File: src/rtl/button_debouncer_pkg.sv
// Shared constants and helpers for the push-button debouncer.
// Debounce length is derived from clock rate and required stable time, clamped to one cycle.
package button_debouncer_pkg;

  typedef enum logic {
    STABLE  = 1'b0,
    PENDING = 1'b1
  } state_t;

  function automatic int debounce_cycles(input int clock_frequency, input int time_us);
    int cycles;
    cycles = (clock_frequency / 1000000) * time_us;
    return (cycles < 1) ? 1 : cycles;
  endfunction

  function automatic int counter_width(input int cycles);
    return $clog2(cycles + 1);
  endfunction

endpackage

File: src/rtl/debounce_channel.sv
// One debounce channel: 2-flop synchronizer, stability counter, level and edge strobes.
// Level follows a clean input after CYCLES+2 edges; no flow control, strobes are one cycle wide.
module debounce_channel
  import button_debouncer_pkg::*;
#(
  parameter int CYCLES = 1,
  parameter bit IDLE   = 1'b0
) (
  input  logic i_clock,
  input  logic i_reset,
  input  logic i_raw,
  output logic o_level,
  output logic o_rise,
  output logic o_fall
);

  localparam int            CW   = counter_width(CYCLES);
  localparam logic [CW-1:0] LAST = CW'(CYCLES - 1);

  logic          r_s1;
  logic          r_s2;
  logic          r_level;
  logic          r_rise;
  logic          r_fall;
  logic [CW-1:0] r_cnt;

  state_t        w_state;
  logic          w_level_nxt;
  logic          w_rise_nxt;
  logic          w_fall_nxt;
  logic [CW-1:0] w_cnt_nxt;

  always_ff @(posedge i_clock or posedge i_reset) begin
    if (i_reset) begin
      r_s1    <= IDLE;
      r_s2    <= IDLE;
      r_level <= IDLE;
      r_rise  <= 1'b0;
      r_fall  <= 1'b0;
      r_cnt   <= '0;
    end else begin
      r_s1    <= i_raw;
      r_s2    <= r_s1;
      r_level <= w_level_nxt;
      r_rise  <= w_rise_nxt;
      r_fall  <= w_fall_nxt;
      r_cnt   <= w_cnt_nxt;
    end
  end

  // Any return of s2 to the accepted level lands in STABLE, which discards partial progress.
  always_comb begin
    w_state     = (r_s2 != r_level) ? PENDING : STABLE;
    w_level_nxt = r_level;
    w_rise_nxt  = 1'b0;
    w_fall_nxt  = 1'b0;
    w_cnt_nxt   = '0;
    case (w_state)
      STABLE: begin
        w_cnt_nxt = '0;
      end
      PENDING: begin
        if (r_cnt == LAST) begin
          w_level_nxt = r_s2;
          w_rise_nxt  = r_s2;
          w_fall_nxt  = ~r_s2;
        end else begin
          w_cnt_nxt = r_cnt + CW'(1);
        end
      end
      default: begin
        w_cnt_nxt = '0;
      end
    endcase
  end

  assign o_level = r_level;
  assign o_rise  = r_rise;
  assign o_fall  = r_fall;

endmodule

File: src/rtl/button_debouncer.sv
// Debounces NUM_INPUTS independent raw button pads into clock-synchronous levels and edge strobes.
// Latency DEBOUNCE_CYCLES+2 edges per channel; no backpressure, strobes are single-cycle pulses.
module button_debouncer
  import button_debouncer_pkg::*;
#(
  parameter int CLOCK_FREQUENCY  = 12000000,
  parameter int DEBOUNCE_TIME_US = 10000,
  parameter int NUM_INPUTS       = 1,
  parameter int IDLE_LEVEL       = 0
) (
  input  logic                  clock,
  input  logic                  reset,
  input  logic [NUM_INPUTS-1:0] button_raw,
  output logic [NUM_INPUTS-1:0] button_level,
  output logic [NUM_INPUTS-1:0] button_rise,
  output logic [NUM_INPUTS-1:0] button_fall
);

  localparam int CYCLES = debounce_cycles(CLOCK_FREQUENCY, DEBOUNCE_TIME_US);
  localparam bit IDLE   = (IDLE_LEVEL != 0);

  generate
    for (genvar g = 0; g < NUM_INPUTS; g++) begin : g_ch
      debounce_channel #(
        .CYCLES(CYCLES),
        .IDLE  (IDLE)
      ) u_ch (
        .i_clock(clock),
        .i_reset(reset),
        .i_raw  (button_raw[g]),
        .o_level(button_level[g]),
        .o_rise (button_rise[g]),
        .o_fall (button_fall[g])
      );
    end
  endgenerate

endmodule

File: config.mk
export PLATFORM = sky130hd
export DESIGN_NAME = button_debouncer
export DESIGN_NICKNAME = d
export VERILOG_FILES = /design/src/rtl/button_debouncer_pkg.sv /design/src/rtl/debounce_channel.sv /design/src/rtl/button_debouncer.sv
export SDC_FILE = /design/constraint.sdc
export NUM_CORES = 1
export LEC_CHECK = 0
export CORE_UTILIZATION = 56
export DETAILED_ROUTE_END_ITERATION = 8
export PLACE_DENSITY = 0.76
export SLEW_MARGIN = 20
export SYNTH_ARGS = -nofsm -noshare
export SYNTH_HDL_FRONTEND = slang
export SYNTH_HIERARCHICAL = 1
export SYNTH_SLANG_ARGS = --single-unit
File: constraint.sdc
create_clock -name clock -period 2.3 [get_ports clock]
set_clock_uncertainty 0.15 [all_clocks]
set_input_delay 0.23 -clock clock [delete_from_list [all_inputs] [get_ports clock]]
set_output_delay 0.23 -clock clock [all_outputs]
set_load 0.1 [all_outputs]
==> impl_metrics.py <==
metrics = {
    "drt": {
        "wirelength_um": 1750,
        "dr.pass1.iters": 4,
        "routed-via-count": 714,
        "route.detailed.drc": 0,
        "wl_per_cell_um": 13.46,
        "drt_iter0_markers": 17,
        "avgViaCountPerCell": 5.492,
        "antenna_left": 0,
    },
    "grt": {
        "antenna_found_initial": 0,
        "grtUsageTotal_pct": 20.75,
        "grt_max_degree": 13,
        "grt_pass1_wl_um": 2994,
        "overflow": 0,
        "grt_pass1_vias": 671,
    },
    "synth": {
        "syn_area_per_cell_um2": 10.93,
        "yosys.area.top_type": "dfrtp_1",
        "synth_top_area_share_pct": 52.44,
        "yosys_register_bits": 22,
        "synth_ff_type": "dfrtp_1",
        "synth_simple_gate_area_share_pct": 26.82,
        "async_flop_share_pct": 100.0,
        "synth_compound_area_share_pct": 2.026,
        "synth_cell_types": 21,
        "synth_area_mm2": 0.001050,
        "ys_warn_count": 6,
        "yosysMostFrequentCell": "dfrtp_1",
        "synthMuxAreaShare_pct": 1.430,
        "synthAdderAreaFrac_pct": 1.192,
        "ys_top_cells_by_count": "22 x dfrtp_1, 19 x nor2_1, 13 x xnor2_1",
        "synth_area_leaders": "dfrtp_1 52%, xnor2_1 11%, nor2_1 6.8%",
        "synth_xor_area_share_pct": 13.35,
        "synth_top_family_by_area": "simple AND/OR/NAND/NOR gates",
        "synth_cells": 96,
        "yosysSeqAreaShare_pct": 52.44,
        "synth_edf_count": 0,
        "syn-num-nets": 100,
    },
    "worst_setup_path": {
        "max_stage_delay_ns": 0.49,
        "slowest_stage": "or3_4",
        "r2r-start": "g_ch[0].u_ch/r_cnt[0]$_DFF_PP0_",
        "crit_chain": "ha_1, nand4_1, or3_4, mux2_4",
        "critPathArrivalTime_ns": 2.00,
        "r2r_setup_slack_ns": 0.36,
        "worstSetupStartpointType": "flip-flop",
        "cp.required_ns": 2.35,
        "crit_fanout": 5,
        "criticalPathCategory": "reg -> reg",
        "cp-end-kind": "flip-flop",
        "r2r_cells": 4,
        "r2r_end": "g_ch[0].u_ch/o_level$_DFFE_PP0P_",
    },
    "place": {
        "dpl_cell_area_mm2": 0.001125,
        "port_buffers": 5,
        "dpl.hpwl_um": 1306,
        "gp_congestion": 0.7735,
    },
    "timing": {
        "worst_slew_pin_slew_ns": 0.3882,
        "hold_viol_final": 0,
        "finalCritPeriodShare_pct": 84.54,
        "period_needed_ns": 1.944,
        "setup_viol": 0,
        "hold_ws_ns": 0.03454,
        "maxSlewViolCount": 0,
        "rsz0062_at_grt": "false",
        "relSlewSlack_pct": 74.09,
        "fmax_ghz": 0.5143,
        "fin_tns_setup_ns": 0,
    },
    "hold_path": {
        "holdCritPathClass": "in -> async",
    },
    "floorplan": {
        "die_h_um": 45.30,
        "fp-row-count": 15,
        "io_pins": 6,
        "chipWidth_um": 45.30,
        "core_area_mm2": 0.001745,
        "die-area_mm2": 0.002052,
        "start_util_pct": 60.14,
    },
    "clock_tree": {
        "cts_inserted_buffers": 3,
        "cts_tree": "yes",
        "clock-sinks": 22,
        "cts_buffer_depth": 2,
        "cts_setup_buffers": 0,
        "cts.htree.levels": 1,
        "path_clk_slew_ns": 0.12,
        "insertion_delay_ns": 0.30,
        "cts_resized": 0,
        "cts_hold_buf": 0,
        "cts_root_buf": "clkbuf_4",
    },
    "power_and_ir_drop": {
        "power_density_mw_per_mm2": 549.9,
        "cellLeakagePower_nw": 0.4770,
        "max-vdd-ir-drop_v": 0.0003173,
    },
    "finish": {
        "fin_nets": 110,
        "final_layout_size_suffix_gt1_share_pct": 15.24,
        "areaGrowthSynthToFinish_pct": 10.61,
        "final_cell_area_mm2": 0.001161,
        "num_antenna_cells": 0,
    },
    "outcome": {
        "status": "finished, final reports clean",
    },
    "flow_run": {
        "max-cap-violations": 0,
    },
}
placed cells by master, fill, tap and decap left out, types with 2 or more instances in the layout:
| master | count |
|---|---|
| clkdlybuf4s50_1 | 2 |
| nand2_1 | 3 |
| buf_4 | 6 |
| clkbuf_4 | 3 |
| inv_1 | 2 |
| nor3b_1 | 3 |
| xnor2_1 | 13 |
| nor3_1 | 4 |
| nor2_1 | 19 |
| xor2_1 | 3 |
| nand4_1 | 5 |
| nor4_1 | 4 |
| nand3_1 | 6 |
| dfrtp_1 | 22 |
| and3_1 | 2 |
critical path: cells and delay by family, from the launching register on:
kind	cells	cell delay (ns)
fa+ha+maj	1	0.23
flops	1	0.41
simple gates	2	0.75
mux	1	0.30
logic make-up after synthesis:
| logic type | Yosys count |
|---|---|
| AO/OA/AOI/OAI | 1 |
| AND/OR/NAND/NOR | 50 |
| flip-flops | 22 |
| buffers and inverters | 5 |
| multiplexers | 1 |
| adder cells (fa/ha/maj) | 1 |
| XOR/XNOR | 16 |
routing by layer:
metal | GRT usage [%] | vias up | wire (um)
met1 | 29.27 | 351 | 859
met3 | 2.400 | 2 | 31
met5 | 0 | - | 0
met2 | 31.30 | 14 | 841
met4 | 10.91 | 0 | 18
li1 | - | 347 | -
power by group:
group / total [mW] / internal [mW] / switching (mW)
sequential: 0.399 / 0.393 / 0.00590
clock: 0.211 / 0.0966 / 0.115
combinational: 0.0286 / 0.0119 / 0.0167
cell type report:
type	instances	area [um2]
inverters	2	7.507
repair buffers	8	65.06
multi-input cells	69	470.5
clock buffers	4	36.28
well taps	25	31.28
flip-flops and latches	22	550.5
fillers	151	584.3
worst max path at each step:
| stage | from | to | cells past startpoint |
|---|---|---|---|
| after CTS | g_ch[0].u_ch/r_cnt[0]$_DFF_PP0_ | g_ch[0].u_ch/o_level$_DFFE_PP0P_ | 4 |
| after global placement | g_ch[0].u_ch/r_cnt[0]$_DFF_PP0_ | g_ch[0].u_ch/o_level$_DFFE_PP0P_ | 4 |
| after detailed placement | g_ch[0].u_ch/r_cnt[0]$_DFF_PP0_ | g_ch[0].u_ch/o_level$_DFFE_PP0P_ | 4 |
| final | g_ch[0].u_ch/r_cnt[0]$_DFF_PP0_ | g_ch[0].u_ch/o_level$_DFFE_PP0P_ | 4 |
| after global routing | g_ch[0].u_ch/r_cnt[0]$_DFF_PP0_ | g_ch[0].u_ch/o_level$_DFFE_PP0P_ | 4 |
| after floorplan | g_ch[0].u_ch/o_level$_DFFE_PP0P_ | g_ch[0].u_ch/r_cnt[10]$_DFF_PP0_ | 4 |
flip-flops by register name, indices dropped and copies added (netlist names):
signal             count
g_ch.u_ch/o_rise       1
g_ch.u_ch/r_s1         1
g_ch.u_ch/o_level      1
g_ch.u_ch/r_cnt       17
g_ch.u_ch/r_s2         1
g_ch.u_ch/o_fall       1
per-stage QoR:
stage	util, %	worst slack, ns	power (mW)	std cells
floorplan	-	0.4020	0.4223	96
global placement	64.44	0.4206	0.4345	126
detailed placement	64.44	0.3741	0.4350	126
CTS	66.52	0.3605	0.6460	130
global route	66.52	0.2577	0.6645	130
finish	66.52	0.3557	0.6385	130
Power figures use the tool's default switching activity.
